File: config.mk
export PLATFORM = sky130hd
export DESIGN_NAME = pla_inverse_search_flat
export DESIGN_NICKNAME = d
export VERILOG_FILES = /design/src/rtl/pla_inverse_search_if.sv /design/src/rtl/pla_inverse_search.sv /design/src/flat_wrapper.sv
export SDC_FILE = /design/constraint.sdc
export NUM_CORES = 1
export LEC_CHECK = 0
export CAP_MARGIN = 10
export CELL_PAD_IN_SITES_DETAIL_PLACEMENT = 0
export CELL_PAD_IN_SITES_GLOBAL_PLACEMENT = 2
export CORE_MARGIN = 2
export CORE_UTILIZATION = 27
export DETAILED_ROUTE_END_ITERATION = 8
export GPL_TIMING_DRIVEN = 0
export PLACE_DENSITY = 0.76
export SYNTH_ARGS = -nofsm -noshare
export SYNTH_HDL_FRONTEND = slang
export SYNTH_SLANG_ARGS = --single-unit
export TNS_END_PERCENT = 20
File: constraint.sdc
create_clock -name clk -period 2 [get_ports clk]
set_input_delay 0.3 -clock clk [delete_from_list [all_inputs] [get_ports clk]]
set_output_delay 0.3 -clock clk [all_outputs]
set_load 0.01 [all_outputs]
File: src/rtl/pla_inverse_search_if.sv
// Purpose: request/result handshake plus PLA drive/readback bus of the inverse-lookup engine.
// Latency: none, wiring only.
// Backpressure: start_valid/start_ready on the request side, done_valid/done_ready on the result side.
// Ports (slave = engine view):
//   start_valid/start_ready, target, mask : search request
//   cand -> PLA inputs, eval <- PLA outputs : combinational evaluation loop
//   done_valid/done_ready, found, code, match_count : search result
//   busy : engine is scanning or holding a result
interface pla_inverse_search_if #(
  parameter int IN_W  = 5,
  parameter int OUT_W = 28
) ();
  logic             start_valid;
  logic             start_ready;
  logic [OUT_W-1:0] target;
  logic [OUT_W-1:0] mask;
  logic [IN_W-1:0]  cand;
  logic [OUT_W-1:0] eval;
  logic             done_valid;
  logic             done_ready;
  logic             found;
  logic [IN_W-1:0]  code;
  logic [IN_W:0]    match_count;
  logic             busy;

  // Engine side.
  modport slave (
    input  start_valid, target, mask, eval, done_ready,
    output start_ready, cand, done_valid, found, code, match_count, busy
  );

  // Requester / PLA side.
  modport master (
    output start_valid, target, mask, eval, done_ready,
    input  start_ready, cand, done_valid, found, code, match_count, busy
  );
endinterface

File: src/rtl/pla_inverse_search.sv
// Purpose: sweeps every input code through an attached PLA and reports the lowest code matching target under mask, plus the match count.
// Latency: start accepted at edge N, result valid after edge N+2^IN_W; fixed, no early exit.
// Backpressure: start_ready only in IDLE; result held in DONE until done_ready, one search per 2^IN_W+2 cycles.
// Ports:
//   clk, rst_n : rising-edge clock, asynchronous active-low reset
//   bus        : pla_inverse_search_if.slave (request, PLA cand/eval loop, result)
module pla_inverse_search #(
  parameter int IN_W  = 5,
  parameter int OUT_W = 28
) (
  input  logic                   clk,
  input  logic                   rst_n,
  pla_inverse_search_if.slave    bus
);

  typedef enum logic [1:0] {
    ST_IDLE = 2'd0,
    ST_SCAN = 2'd1,
    ST_DONE = 2'd2
  } state_t;

  localparam logic [IN_W-1:0] CAND_LAST = '1;
  localparam logic [IN_W-1:0] CAND_ONE  = {{(IN_W-1){1'b0}}, 1'b1};
  localparam logic [IN_W:0]   CNT_ONE   = {{IN_W{1'b0}}, 1'b1};

  state_t           r_state;
  state_t           w_state_nxt;
  logic [OUT_W-1:0] r_target;
  logic [OUT_W-1:0] r_mask;
  logic [IN_W-1:0]  r_cand;
  logic             r_found;
  logic [IN_W-1:0]  r_code;
  logic [IN_W:0]    r_count;

  logic             w_match;
  logic             w_last;
  logic             w_start_hs;
  logic             w_done_hs;

  // eval is the PLA's combinational response to r_cand in this same cycle.
  assign w_match    = ((bus.eval ^ r_target) & r_mask) == '0;
  assign w_last     = (r_cand == CAND_LAST);
  assign w_start_hs = (r_state == ST_IDLE) && bus.start_valid;
  assign w_done_hs  = (r_state == ST_DONE) && bus.done_ready;

  // State register.
  always_ff @(posedge clk or negedge rst_n) begin
    if (!rst_n) begin
      r_state <= ST_IDLE;
    end else begin
      r_state <= w_state_nxt;
    end
  end

  // Next-state logic.
  always_comb begin
    w_state_nxt = r_state;
    case (r_state)
      ST_IDLE: if (bus.start_valid) w_state_nxt = ST_SCAN;
      ST_SCAN: if (w_last)          w_state_nxt = ST_DONE;
      ST_DONE: if (bus.done_ready)  w_state_nxt = ST_IDLE;
      default:                      w_state_nxt = ST_IDLE;
    endcase
  end

  // Datapath: request capture, candidate sweep and result accumulation.
  always_ff @(posedge clk or negedge rst_n) begin
    if (!rst_n) begin
      r_target <= '0;
      r_mask   <= '0;
      r_cand   <= '0;
      r_found  <= 1'b0;
      r_code   <= '0;
      r_count  <= '0;
    end else begin
      if (w_start_hs) begin
        // Results from the previous search stay visible until here.
        r_target <= bus.target;
        r_mask   <= bus.mask;
        r_cand   <= '0;
        r_found  <= 1'b0;
        r_code   <= '0;
        r_count  <= '0;
      end

      if (r_state == ST_SCAN) begin
        if (w_match) begin
          // count has one spare bit so a full 2^IN_W match cannot overflow
          r_count <= r_count + CNT_ONE;
          // ascending sweep: first match seen is the lowest code
          if (!r_found) begin
            r_found <= 1'b1;
            r_code  <= r_cand;
          end
        end
        // cand parks on the last code through DONE rather than wrapping
        if (!w_last) begin
          r_cand <= r_cand + CAND_ONE;
        end
      end

      if (w_done_hs) begin
        r_cand <= '0;
      end
    end
  end

  assign bus.start_ready = (r_state == ST_IDLE);
  assign bus.done_valid  = (r_state == ST_DONE);
  assign bus.busy        = (r_state != ST_IDLE);
  assign bus.cand        = r_cand;
  assign bus.found       = r_found;
  assign bus.code        = r_code;
  assign bus.match_count = r_count;

endmodule
File: src/flat_wrapper.sv
// flat-port wrapper written by rule: the top's interface ports become plain ports
module pla_inverse_search_flat 
#(
  parameter int IN_W  = 5,
  parameter int OUT_W = 28
)
  (clk, rst_n, bus_start_valid, bus_target, bus_mask, bus_eval, bus_done_ready, bus_start_ready, bus_cand, bus_done_valid, bus_found, bus_code, bus_match_count, bus_busy);
  pla_inverse_search_if #(.IN_W(IN_W), .OUT_W(OUT_W)) bus_i ();
  input  logic clk;
  input  logic rst_n;
  input wire logic [$bits(bus_i.start_valid)-1:0] bus_start_valid;
  input wire logic [$bits(bus_i.target)-1:0] bus_target;
  input wire logic [$bits(bus_i.mask)-1:0] bus_mask;
  input wire logic [$bits(bus_i.eval)-1:0] bus_eval;
  input wire logic [$bits(bus_i.done_ready)-1:0] bus_done_ready;
  output wire logic [$bits(bus_i.start_ready)-1:0] bus_start_ready;
  output wire logic [$bits(bus_i.cand)-1:0] bus_cand;
  output wire logic [$bits(bus_i.done_valid)-1:0] bus_done_valid;
  output wire logic [$bits(bus_i.found)-1:0] bus_found;
  output wire logic [$bits(bus_i.code)-1:0] bus_code;
  output wire logic [$bits(bus_i.match_count)-1:0] bus_match_count;
  output wire logic [$bits(bus_i.busy)-1:0] bus_busy;
  assign bus_i.start_valid = bus_start_valid;
  assign bus_i.target = bus_target;
  assign bus_i.mask = bus_mask;
  assign bus_i.eval = bus_eval;
  assign bus_i.done_ready = bus_done_ready;
  assign bus_start_ready = bus_i.start_ready;
  assign bus_cand = bus_i.cand;
  assign bus_done_valid = bus_i.done_valid;
  assign bus_found = bus_i.found;
  assign bus_code = bus_i.code;
  assign bus_match_count = bus_i.match_count;
  assign bus_busy = bus_i.busy;
  pla_inverse_search #(.IN_W(IN_W), .OUT_W(OUT_W)) u_core (.clk(clk), .rst_n(rst_n), .bus(bus_i));
endmodule
==> results.md, run 1 <==
- The flow ran to the end, and the final reports show no timing, DRC or antenna violations.
- The number of nets still failing antenna checks after routing is 0.
- Leaving out fill and tap cells, the most frequent cell in the layout is sky130_fd_sc_hd__nand2_1.
- The critical path in this run is classified as in2reg.
- In this run the tightest slew margin relative to its limit is around 65%.
- The die is 116 um wide.
- The ratio of final minimum period to clock period is 96.8%.
- Routability-driven placement finished with a final weighted congestion of between 0.7 and 0.8.
- The analysis attributes to cell leakage a power of 0.00245 uW.
- In this run the tool buffered the top-level ports with 107 buffer cells.
- The setup clock skew after layout is 6.64 ps.
- STA puts the critical path data required time at 2220 ps.
- The post-layout minimum cycle time is ~1900 ps.
- In the routed design, unresolved DRC markers number 0.
- In this run the post-CTS setup repair buffer count came out at 0.
- The per-instance average area after synthesis is 8.84 um^2.
- Setup repair after global routing could not meet its margin everywhere.
- The number of buffers and inverters on the critical path is 2.
- STA classifies the critical path startpoint as a primary input.
- Relative to the synthesized area, the layout overhead comes to 48.7%.
- Setup violations remaining at the end of the flow were counted as 0.
- The final route contains 2,815 vias.
- The per-cell via count in the routed design is 4.16.
- The largest total area in the synthesized netlist belongs to sky130_fd_sc_hd__dfrtp_1.
- The clock latency reported for the late side of the worst-skew pair is 330 ps.
- The first global-routing pass estimated ~15 mm of wire.
- The pin count of the biggest net entering global routing is 43.
- Grouping stages by cell kind, the critical path spends the most delay in buffers and inverters.
- The worst setup slack before clock tree synthesis is -435 ps.
- The cell at the slowest stage of the critical path is sky130_fd_sc_hd__clkdlybuf4s50_1.
- Static timing analysis puts the maximum clock frequency at 0.516 GHz.
- The peak ir drop on the vdd network is 0.407 mV.
- The top cell types in the final layout, fill and taps aside, are 186 x sky130_fd_sc_hd__nand2_1, 106 x sky130_fd_sc_hd__clkdlybuf4s50_1, 75 x sky130_fd_sc_hd__dfrtp_1.
- The H-tree depth reported by CTS is 3.
- For this design the ratio of total power to cell area is around 1300 nW/um^2.
- In the final layout, the multi-input gates occupy 1440 um^2.
- The core region is 12,100 um^2.
- Max-cap violations in this run came to 0.
- The number of hold violations in the final report came to 0.
- The final antenna diode count is 0.
- The number of nets handed over by synthesis was approximately 470.
- After detailed routing, the average wire length per cell comes to between 10 and 15 um.
- The overall power after layout is 6590 uW.
- The flip-flop and latch count after synthesis is 75.
- The delay contributed by the slowest stage of the critical path is 440 ps.
- The tightest min-delay check is of the in2async type.
- From bottom edge to top edge, the die measures 116 um.
- In the final layout, flip-flops and latches occupy approximately 1900 um^2.
- Across every metal layer, demand over resource in global routing totals 14.9%.
- The data arrival time at the worst-slack endpoint is 2150 ps.
- 108 I/O pins were placed.
- The number of antenna violations at the first check in global routing came to 0.
- Sequential cells were found to cover a little under three fifths of the synthesized design area.
- The die area is 13,500 um^2.
- After synthesis, the cell types taking the most area are sky130_fd_sc_hd__dfrtp_1 55%, sky130_fd_sc_hd__nand2_1 21%, sky130_fd_sc_hd__xor2_1 7.5%.
- In this run the clock root is driven by a sky130_fd_sc_hd__clkbuf_16.
- The total count of max-transition violations in the final report is 0.
- The final worst slack is 63.3 ps.
- The Yosys step of the flow raised 0 warnings.
- The utilization after layout is 41.6%.
- The via count of the first global-routing pass is 2,900.
- The clock net in this run drives a total of 75 sinks.
- The gate count after technology mapping is 383.
- Row generation in the floorplan step produced 40 rows.
- Yosys mapped the design onto 25 distinct sky130hd cell types.
- In this run, CTS created clock tree buffers numbering 9.
- Summed over all layers, the global routing overflow is 0.
- The cell area after technology mapping is 3390 um^2.
- The half-perimeter wire length of the detailed placement result is 7.12 mm.
- Clock-pin slew was measured on the worst setup and hold paths at 60 ps.
- At the pin with the least slew margin, the transition time is 530 ps.
- Wires add up to between 9 and 10 mm.
- After the last flow step, the layout net total stands at 594.
- For this block, the initial DRC count from the detailed router was 172.
- The TritonCTS clock tree is done.
- Cells with a size suffix above 1 make up 5.91% of the layout.
- The capturing element type of the critical path is a register.
- The fill cell total of the finished layout is 1,242.
- The share of synthesized area in the top cell type comes to 55.4%.
- The detailed-router iteration count before antenna repair is 4.
- Of all nets on the critical path, the largest fanout is 6.
- No sink is reached through more buffers than the 2 on the longest clock path.
- The starting density of the core is 28.0%.
- The signal on the critical path passes through clkdlybuf4s50_1 > xor2_1 > a222oi_1 > nand3_1 > nor4_4 > nand2b_1 > buf_6 > mux2i_1.
==> stage by stage <==
step,hold slack [ps],cell area [um^2],setup TNS [ps],cells
after floorplan,4.41,3390,0,383
after global placement,459,4670,-175530,658
after detailed placement,287,4690,-12670,659
after CTS,477,5020,0,676
after global routing,502,5040,-224,676
final,476,5040,0,676
==> timing repair <==
action | in CTS | in global routing
hold buffers | 1 | 0
hold endpoints to repair | 33 | 0
gates resized for setup | 7 | 13
setup endpoints to repair | 54 | 27
==> final cells by class <==
class,instances,area share [%]
multi-input combinational,285,28.6
clock inverter,6,1.32
buffer,15,1.54
sequential,75,37.3
tap,168,4.17
inverter,8,0.596
timing repair buffer,109,22.0
clock buffer,10,4.55
==> worst reg2reg max path, delay by kind of cell (launching register included) <==
family	cells	cell delay [ps]
AO/OA/AOI/OAI	1	190
multiplexers	1	110
AND/OR/NAND/NOR	4	970
flip-flops	1	380
buffers and inverters	1	150
==> worst paths after layout <==
| path | from | cells after the start | to | slack (ps) |
|---|---|---|---|---|
| max | bus_eval[21] | 8 | u_core.bus.code[3] | 60 |
| min | rst_n | 2 | u_core.bus.cand[4] | 480 |
| max reg2reg | u_core.r_state[1] | 7 | u_core.bus.code[3] | 90 |
| min reg2reg | u_core.r_mask[6] | 2 | u_core.r_mask[6] | 480 |
| max in group asynchronous | rst_n | 3 | u_core.r_mask[22] | 950 |
| min in group clk | u_core.r_mask[6] | 2 | u_core.r_mask[6] | 480 |
==> synth_stat cells (all sizes together) <==
master and n:
nand2b 4, xor2 29, nor4 1, a21oi 3, nand3 6, a211oi 1, a222oi 1, buf 6
a22oi 14, ha 3, and2 4, o21ai 8, dfrtp 75, and3 1, nand2 186, nor2 10
mux2i 7, nor3 2, inv 8, nand4 2, nor2b 1, mux2 1, clkbuf 9, nand3b 1
==> power breakdown <==
part | total (uW) | internal, uW | switching, uW | leakage [uW]
clock network | 1610 | 966 | 639 | 0.000135
logic | 2330 | 1090 | 1250 | 0.00137
registers | 2650 | 2190 | 460 | 0.000948
==> sequential cells by signal, indices dropped and copies added (netlist names) <==
name	flops
u_core.r_target	28
u_core.bus.found	1
u_core.bus.code	5
u_core.r_mask	28
u_core.bus.cand	5
u_core.r_state	2
u_core.bus.match_count	6
==> routing by layer <==
layer | GRT usage [%] | wire [um]
met5 | 0 | 0
met4 | 5.95 | 86
met3 | 2.30 | 456
met2 | 24.4 | 4690
met1 | 19.8 | 4450
==> kinds of logic (layout without fill, tap and decap cells) <==
group,after synthesis,in the layout,share of synthesized area (%)
xor gates and xnor gates,29,29,7.50
AOI/OAI and AO/OA,27,27,5.25
adders and majority gates,3,3,1.11
DFF,75,75,55.4
buffers and inverters,23,148,2.62
muxes,8,8,2.40
and+or+nand+nor,218,218,25.7
Power figures use the tool's default switching activity.
==> inputs of run 2 (changes only) <==
- CTS_BUF_LIST: default -> sky130_fd_sc_hd__clkbuf_4 sky130_fd_sc_hd__clkbuf_8 sky130_fd_sc_hd__clkbuf_16
- PLACE_DENSITY: 0.76 -> 0.88
==> results.md, run 2 (same netlist as run 1, synthesis figures left out) <==
- The cell sitting at the root of the clock tree is a sky130_fd_sc_hd__clkbuf_16.
- The wire length on met2 is 4.62 mm (-1.3%).
- TritonCTS built the clock tree.
- The utilization after layout was 41.7% (+0.13 points).
- The met3 layer wire length in the routed design is 394 um (-14%).
- The wire length of the first global-routing pass is 15.1 mm (+0.32%).
- The count of buffers from port buffering is 107 (unchanged).
- The capturing element type of the critical path is a register.
- The power spent charging and discharging nets is 2330 uW (-0.86%).
- In this run the critical register-to-register path is captured at u_core.bus.code[0].
- In the layout the commonest cells are 186 x sky130_fd_sc_hd__nand2_1, 106 x sky130_fd_sc_hd__clkdlybuf4s50_1, 75 x sky130_fd_sc_hd__dfrtp_1.
- The starting density of the core is 28.0% (unchanged).
- The cell class contributing the biggest share of worst-path delay is simple AND/OR/NAND/NOR gates.
- The share of final-layout standard cells stronger than drive strength 1 is 5.91% (unchanged).
- The critical-path maximum fanout is 6 (unchanged).
- The total CTS buffers is 9 (unchanged).
- The fraction of power spent switching nets was 34.8% (-0.81 points).
- The number of antenna violations at the first check in global routing is 0 (unchanged).
- The reported max-cap violation count is 0 (unchanged).
- The aggregate routed wire length came to 9.67 mm (about the same).
- The global-route usage over all layers is 14.9% (+0.023 points).
- The detailed-router iteration count before antenna repair is 7 (+3).
- The post-layout minimum cycle time is 1940 ps (+0.777 ps).
- The met1 layer wirelength in the final routing was 4.52 mm (+1.6%).
- The critical path required time is 2210 ps (about the same).
- The post-CTS clock slew at the launch and capture registers of the worst setup and hold paths is 60 ps (about the same).
- In this run the critical register-to-register path is launched from u_core.r_target[21].
- The number of nets still failing antenna checks after routing is 0 (unchanged).
- The storage element area came to 1880 um^2 (unchanged).
- The count of placed standard cells in the final layout, fillers left out came to 676 (unchanged).
- The overall power after layout is 6690 uW (+1.5%).
- The critical path goes through clkdlybuf4s50_1 > xor2_1 > a222oi_1 > nand3_1 > nor4_4 > nand2b_1 > buf_6 > mux2i_1.
- The routed length per instance is 14.3 um (about the same).
- The actual slew at the worst max-slew pin is 558 ps (+28.8 ps).
- The placeable core region is 12,100 um^2 (unchanged).
- The count of cells along the worst register-to-register path is 7 (unchanged).
- The peak ir drop on the vdd network came to 0.429 mV (+5.5%).
- The number of hold violations in the final report was 0 (unchanged).
- The sequential fraction of design power is 39.6% (-0.6 points).
- The worst hold slack after final layout is 389 ps (-87.1 ps).
- The number of post-CTS setup repair buffers is 0 (unchanged).
- The final worst slack is 62.5 ps (-0.777 ps).
- The die area is 13,500 um^2 (unchanged).
- Setup repair after global routing could not meet its margin everywhere.
- The worst setup slack before clock tree synthesis is -455 ps (-20.6 ps).
- The kind of start point of the critical path is a primary input.
- The area overhead of the layout relative to synthesis is 49.2%.
- The critical path in this run is classified as in2reg.
- The register-to-register setup slack came to 70 ps (-20 ps).
- The width of the die was 116 um (unchanged).
- The routability congestion estimate is 0.768 (+0.62%).
- The pin count of the biggest net entering global routing is 59 (+37%).
- The total leakage power is 0.00245 uW (+0.24%).
- The class of the tightest hold or removal check is in2async.
- The final antenna diode count is 0 (unchanged).
- The via count of the first global-routing pass came to 2,941 (+1.4%).
- The internal portion of total power is 4360 uW (+2.7%).
- The total count of max-transition violations in the final report is 0 (unchanged).
- The remaining design rule violation count is 0 (unchanged).
- The per-cell via count in the routed design is 4.17 (about the same).
- The cell total after placement is 659 (unchanged).
- The cell at the slowest stage of the critical path is sky130_fd_sc_hd__clkdlybuf4s50_1.
- The total power density per cell area is 1320 nW/um^2 (+1.1%).
- The headroom to the max-slew limit is 62.8% (-1.9 points).
- The DRC marker count from the first detailed-route iteration came to 141 (-18%).
- The delay contributed by the slowest stage of the critical path came to 430 ps (about the same).
- The footprint of the multi-input gates is 1440 um^2 (-0.35%).
- The number of nets in the layout is 594 (unchanged).
- The number of ports placed on the die boundary was 108 (unchanged).
- The setup clock skew after layout is 8.82 ps (+2.18 ps).
- The remaining global-route overflow was 0 (unchanged).
- Leaving out fill and tap cells, the most frequent cell in the layout is sky130_fd_sc_hd__nand2_1.
- The half-perimeter wire length of the detailed placement result is 7.07 mm (-0.69%).
- The row count is 40 (unchanged).
- The fill cell total of the finished layout is 1,237 (-0.40%).
- The number of buffers and inverters on the critical path came to 2 (unchanged).
- The H-tree depth reported by CTS is 3 (unchanged).
- The number of sinks on the clock net is 75 (unchanged).
- The combinational cell fraction of total power is 34.6% (-0.8 points).
- The maximum count of clock buffers along a single path is 2 (unchanged).
- The die boundary height is 116 um (unchanged).
- The clock latency reported for the late side of the worst-skew pair was 330 ps (about the same).
- The clock network fraction of design power is 25.8% (+1.4 points).
- Routed signal wires occupy layers up through met4.
- The maximum clock frequency was 0.516 GHz (about the same).
- The ratio of final minimum period to clock period is 96.9% (about the same).
- The final-report setup violation count was 0 (unchanged).
- The data arrival time at the worst-slack endpoint is 2140 ps (about the same).
- The flow ran to the end, and the final reports show no timing, DRC or antenna violations.
- The total via count after detailed routing came to 2,817 (+0.071%).
[run 2: what timing repair did]
| item | in CTS | in global routing |
|---|---|---|
| endpoints found under the setup margin | 25 | 44 |
| hold endpoints to repair | 17 | 0 |
| gates resized for setup | 5 | 12 |
| hold buffers | 1 | 0 |
| pin swaps | 1 | 0 |
[run 2: routing by layer]
| metal | GRT usage (%) | vias to the layer above |
|---|---|---|
| met1 | 19.9 | 1294 |
| li1 | - | 1451 |
| met2 | 24.5 | 63 |
| met4 | 4.92 | 0 |
| met5 | 0 | - |
| met3 | 2.88 | 9 |
[run 2: layout make-up]
| type | instances | share of cell area, % |
|---|---|---|
| clock inverter | 7 | 1.83 |
| tap | 168 | 4.16 |
| inverter | 8 | 0.594 |
| timing repair buffer | 109 | 21.9 |
| buffer | 15 | 1.51 |
| multi-input combinational | 285 | 28.4 |
| clock buffer | 9 | 4.46 |
| sequential | 75 | 37.1 |
[run 2: power by group through the flow]
stage	registers [uW]	logic [uW]	clock network [uW]
finish	2650	2320	1730
global route	2730	2650	1850
CTS	2650	2350	1770
detailed placement	2670	2300	0
global placement	2650	2250	0
floorplan	2620	1340	0
[run 2: through the flow]
stage,TNS (ps),instance area [um^2]
after floorplan,0,3390
after global placement,-171870,4670
after detailed placement,-11180,4690
after CTS,-4.77,5040
after global routing,-368,5050
final,0,5050
[run 2: how the worst max path moves through the flow]
stage | from | cells past startpoint | slack [ps] | end
3_5_place_dp | bus_eval[21] | 8 | -460 | u_core.bus.match_count[3]
2_1_floorplan | u_core.bus.cand[0] | 7 | 190 | u_core.bus.cand[2]
3_3_place_gp | rst_n | 1 | -2160 | u_core.r_target[14]
4_1_cts | u_core.r_target[21] | 6 | -5 | u_core.bus.match_count[0]
6_report | bus_eval[21] | 8 | 60 | u_core.bus.code[0]
5_1_grt | u_core.r_target[21] | 7 | -50 | u_core.bus.code[0]
